## src/rtl/pairmatch_pkg.sv

```systemverilog
// Shared types and helpers for the pairwise-equality sequencer.
package pairmatch_pkg;

    // Two-phase sequencer: gather samples, then hold the result for the consumer.
    typedef enum logic {
        COLLECT = 1'b0,
        HOLD    = 1'b1
    } state_t;

    localparam int DEFAULT_N = 5;

    // Position of the (i,j) comparison in the flattened matrix; row 0 sits at the MSBs.
    function automatic int match_bit(input int n, input int i, input int j);
        return n * n - 1 - (i * n + j);
    endfunction

endpackage

```

## src/rtl/pairmatch_matrix.sv

```systemverilog
// Combinational N x N pairwise-equality matrix over an N-bit sample vector.
module pairmatch_matrix
    import pairmatch_pkg::*;
#(
    parameter int N = DEFAULT_N
) (
    input  logic [N-1:0]   samples,
    output logic [N*N-1:0] matrix
);

    // Bit (i,j) is set when samples i and j agree; the diagonal is therefore always 1.
    always_comb begin
        // NOTE: default every output first so no path through the block can infer a latch.
        matrix = '0;
        for (int i = 0; i < N; i++) begin
            for (int j = 0; j < N; j++) begin
                matrix[match_bit(N, i, j)] = ~(samples[i] ^ samples[j]);
            end
        end
    end

endmodule

```

## src/rtl/pairmatch_seq.sv

```systemverilog
// Serial front-end for the pairwise-equality datapath: collects N one-bit
// samples over valid/ready, then presents the registered N*N match matrix
// on a valid/ready output. Defining PAIRMATCH_POPCNT_EN adds match_count,
// the popcount of the registered matrix.
module pairmatch_seq
    import pairmatch_pkg::*;
#(
    parameter int N = DEFAULT_N
) (
    input  logic                        clk,
    input  logic                        reset,
    input  logic                        clear,
    input  logic                        in_valid,
    input  logic                        in_bit,
    output logic                        in_ready,
    output logic                        out_valid,
    input  logic                        out_ready,
    output logic [N*N-1:0]              out_match,
    output logic [7:0]                  frame_cnt
`ifdef PAIRMATCH_POPCNT_EN
    ,
    output logic [$clog2(N*N+1)-1:0]    match_count
`endif
);

    localparam int CW = $clog2(N);

    state_t          state;
    logic [CW-1:0]   cnt;
    logic [N-1:0]    samples;
    logic [N-1:0]    samples_next;
    logic [N*N-1:0]  matrix_next;
    logic            accept;

    // The block is receptive exactly while collecting, and never during reset.
    assign in_ready = !reset && (state == COLLECT);
    assign accept   = in_valid && in_ready;

    // Sample vector as it will look once the current bit lands in slot cnt.
    always_comb begin
        samples_next      = samples;
        samples_next[cnt] = in_bit;
    end

    pairmatch_matrix #(.N(N)) u_matrix (
        .samples (samples_next),
        .matrix  (matrix_next)
    );

`ifdef PAIRMATCH_POPCNT_EN
    logic [$clog2(N*N+1)-1:0] pop_next;

    // Ones count of the matrix about to be registered, so both update together.
    always_comb begin
        pop_next = '0;
        for (int k = 0; k < N * N; k++) begin
            pop_next = pop_next + ($clog2(N*N+1))'(matrix_next[k]);
        end
    end
`endif

    // Sequencer: reset, then clear, then accept/handoff in descending priority.
    always_ff @(posedge clk) begin
        if (reset) begin
            // NOTE: the sample register is only N flops, so it is reset too;
            // a frame after reset therefore never sees stale bits.
            state     <= COLLECT;
            cnt       <= '0;
            samples   <= '0;
            out_valid <= 1'b0;
            out_match <= '0;
            frame_cnt <= '0;
`ifdef PAIRMATCH_POPCNT_EN
            match_count <= '0;
`endif
        end else if (clear) begin
            // Abort: the result register keeps its last value, only validity drops.
            state     <= COLLECT;
            cnt       <= '0;
            out_valid <= 1'b0;
        end else begin
            unique case (state)
                COLLECT: begin
                    if (accept) begin
                        // NOTE: non-blocking assignments keep every register
                        // update based on the pre-edge values.
                        samples <= samples_next;
                        if (cnt == CW'(N - 1)) begin
                            out_match <= matrix_next;
`ifdef PAIRMATCH_POPCNT_EN
                            match_count <= pop_next;
`endif
                            cnt       <= '0;
                            out_valid <= 1'b1;
                            state     <= HOLD;
                        end else begin
                            cnt <= cnt + 1'b1;
                        end
                    end
                end
                HOLD: begin
                    if (out_ready) begin
                        out_valid <= 1'b0;
                        frame_cnt <= frame_cnt + 8'd1;
                        state     <= COLLECT;
                    end
                end
                default: state <= COLLECT;
            endcase
        end
    end

endmodule

```

## config.mk

```make
export PLATFORM = sky130hd
export DESIGN_NAME = pairmatch_seq
export DESIGN_NICKNAME = d
export VERILOG_FILES = /design/src/rtl/pairmatch_pkg.sv /design/src/rtl/pairmatch_matrix.sv /design/src/rtl/pairmatch_seq.sv
export SDC_FILE = /design/constraint.sdc
export NUM_CORES = 1
export LEC_CHECK = 0
export CAP_MARGIN = 5
export CORE_ASPECT_RATIO = 2
export CORE_MARGIN = 1
export CORE_UTILIZATION = 46
export CTS_BUF_LIST = sky130_fd_sc_hd__clkbuf_16
export DETAILED_ROUTE_END_ITERATION = 7
export PLACE_DENSITY = 0.86
export REMOVE_ABC_BUFFERS = 1
export SETUP_SLACK_MARGIN = 0.4
export SKIP_LAST_GASP = 1
export SLEW_MARGIN = 5
export SYNTH_ARGS = -nofsm -noshare
export SYNTH_HDL_FRONTEND = slang
export SYNTH_SLANG_ARGS = --single-unit
```

## constraint.sdc

```tcl
create_clock -name clk -period 2.12 [get_ports clk]
set_input_delay 0.53 -clock clk [delete_from_list [all_inputs] [get_ports clk]]
set_output_delay 0.53 -clock clk [all_outputs]
set_load 0.02 [all_outputs]
```

==> impl_metrics.ini <==
[worst_setup_path]
crit_required_ps = 2280
cp-end-kind = register
reg2reg_to = out_match[17]
critical_path_peak_fanout = 5
r2r-start = cnt[1]
crit_start = in_bit
critPathKind = input port to register
arrival_ps = 1910
crit_end = out_match[17]
startpoint_type = input port
worstRegToRegCells = 5
r2r_setup_slack_ps = 390

[detailed_routing]
routed_via_density = 5.44
drtPass1Iterations = 4
drt_iter0_markers = 9
drc = 0
vias = 1165
finalWirelength_mm = 3.11
avgRoutedWirePerCell_um = 14.5
antenna_left = 0

[placed_design]
placedInstanceArea_um2 = 1760
place.gp.congestion = 0.762
dp_hpwl_mm = 2.26
port-buffer-count = 40
dp_slack_ps = -112

[floorplan]
start_util = 0.476
dieArea_um2 = 3280
die_h_um = 80.1
pin_count = 41
fp.dieW_um = 41.0
row_count = 28
coreArea_um2 = 2940

[global_routing]
grt_max_degree = 18
first_global_vias = 1159
busiest_layer = met2
antenna_found_initial = 0
grtUsageTotal = 0.221
use_met3 = 0.0497
grt_use_met2 = 0.423
grt_remaining_overflow = 0
use_met1 = 0.181
grt_pass1_wl_mm = 4.93

[timing]
fin_skew_ps = 3.03
hold_violations = 0
finalCritPeriodShare = 0.824
setup_tns_ps = 0
drv_slew = 0
worst_pin_slew_ps = 445
period_minus_slack_ps = 1750
fin_ws_ps = 373
fmax_ghz = 0.572
rsz0062_at_grt = yes
setup_viol = 0
relSlewSlack = 0.701

[clock_tree]
cts-buffers-inserted = 5
htreeDepth = 2
cts_root_buf = clkbuf_16
cts_hold_buffers = 0
cts_tree = done
insertion_delay_ps = 270
cts.reportedPaths.clkPinSlew_ps = 50
cts.sinks = 29
clock_path_buffers = 2

[synth]
synth_seq_cells = 29
synth.avg_cell_area_um2 = 9.66
ys_types = 31
synth-async-reset-ratio = 0
synth_area_um2 = 1400
postSynthCellCount = 145
seq_area_frac_synth = 0.414
yosys_warnings = 0
synthFlopType = dfxtp_1
synth_edf_count = 0

[pwr]
p_per_area_nw_per_um2 = 688
peakVddDrop_mv = 0.529
p_leak_nw = 0.905

[cells_and_area]
fin_area_um2 = 1920
drive_gt1_frac = 0.158
finalNetCount = 192
fillers = 279
area_growth_pct = 37.1
diodes = 0

[job]
cap_violations = 0

[hold_path]
hold_path_class = register to register

[outcome]
outcome = complete, no violations
placed cells by master, fill, tap and decap left out, drive strengths merged, types with 2 or more instances in the layout:
cell            n
ha              3
clkinv          2
a22o           10
inv             3
nor3b           4
nand4b          2
nand2          10
a21oi           6
o21ai           3
nor3            3
mux2i           6
dfxtp          29
a211oi          5
clkbuf          5
or3             2
nor2           20
buf             9
xnor2          15
dlygate4sd2    34
nand3b          2
clkdlybuf4s50   4
per-layer routing:
metal / share of wire / vias to the layer above
met5: 0 / -
met4: 0.040 / 0
met3: 0.052 / 13
met2: 0.59 / 46
met1: 0.32 / 547
li1: - / 559
cells by family (layout without fill, tap and decap cells):
logic type               Yosys count  count (layout)  synth area share
AO/OA/AOI/OAI                     24              24             0.121
XOR/XNOR                          16              16             0.100
adder cells (fa/ha/maj)            3               3            0.0268
buffers and inverters             19              58            0.0893
flip-flops                        29              29             0.414
multiplexers                       6               6            0.0625
AND/OR/NAND/NOR                   48              48             0.186
worst min-delay path by stage:
stage | start | endpoint | depth (start not counted)
finish | out_valid | out_valid | 2
global route | out_valid | out_valid | 2
CTS | out_valid | out_valid | 2
detailed placement | out_valid | out_valid | 2
global placement | out_valid | out_valid | 2
floorplan | samples[0] | samples[0] | 2
power breakdown:
part | internal [mW] | switching (mW) | total (mW)
sequential | 0.553 | 0.00711 | 0.560
clock | 0.424 | 0.232 | 0.656
combinational | 0.0533 | 0.0531 | 0.106
total | 1.03 | 0.292 | 1.32
worst max-delay path, stage by stage:
cell and delay, ps:
clkdlybuf4s50_1 710, mux2i_2 160, buf_4 190, xnor2_1 130, a22o_1 190
timing repair:
action                                  CTS  global route
resized for setup                        40             6
setup buffers                             1             2
endpoints found under the setup margin   48            13
cloned                                    0             0
pin swaps                                 0             1
stage by stage:
step	total power, mW	hold slack [ps]	util	instances
2_1_floorplan	0.629	484	-	128
5_1_grt	1.36	490	0.653	214
4_1_cts	1.32	479	0.635	212
3_3_place_gp	0.662	458	0.598	203
3_5_place_dp	0.666	472	0.598	203
6_report	1.32	475	0.653	214
cell type report:
cell class	count	area [um2]	area share
clock buffer	5	125	0.0651
inverter	2	7.51	0.00391
multi-input combinational	97	738	0.384
tap	30	37.5	0.0195
sequential	29	581	0.302
clock inverter	3	13.8	0.00717
timing repair buffer	48	418	0.218
Yosys cell counts, types with 2 or more instances:
library cell   n  area share
a211oi_1       5       0.027
a21oi_1        6       0.021
a22o_1        10       0.062
buf_4         14       0.075
dfxtp_1       29        0.41
ha_1           3       0.027
inv_1          2      0.0054
mux2i_2        4       0.039
nand2_1       10       0.027
nand3b_1       2       0.011
nor2_1        18       0.048
nor2_2         2      0.0089
nor3_1         3       0.011
nor3b_1        3       0.016
o21ai_0        3       0.011
or3_1          2      0.0089
xnor2_1       15       0.094
state kept, by name (all words and copies together) (netlist names):
signal and count:
cnt 3, frame_cnt 8, state 1, samples 5
out_valid 1, out_match 11
Note: power is estimated with default switching activity, not from simulation.
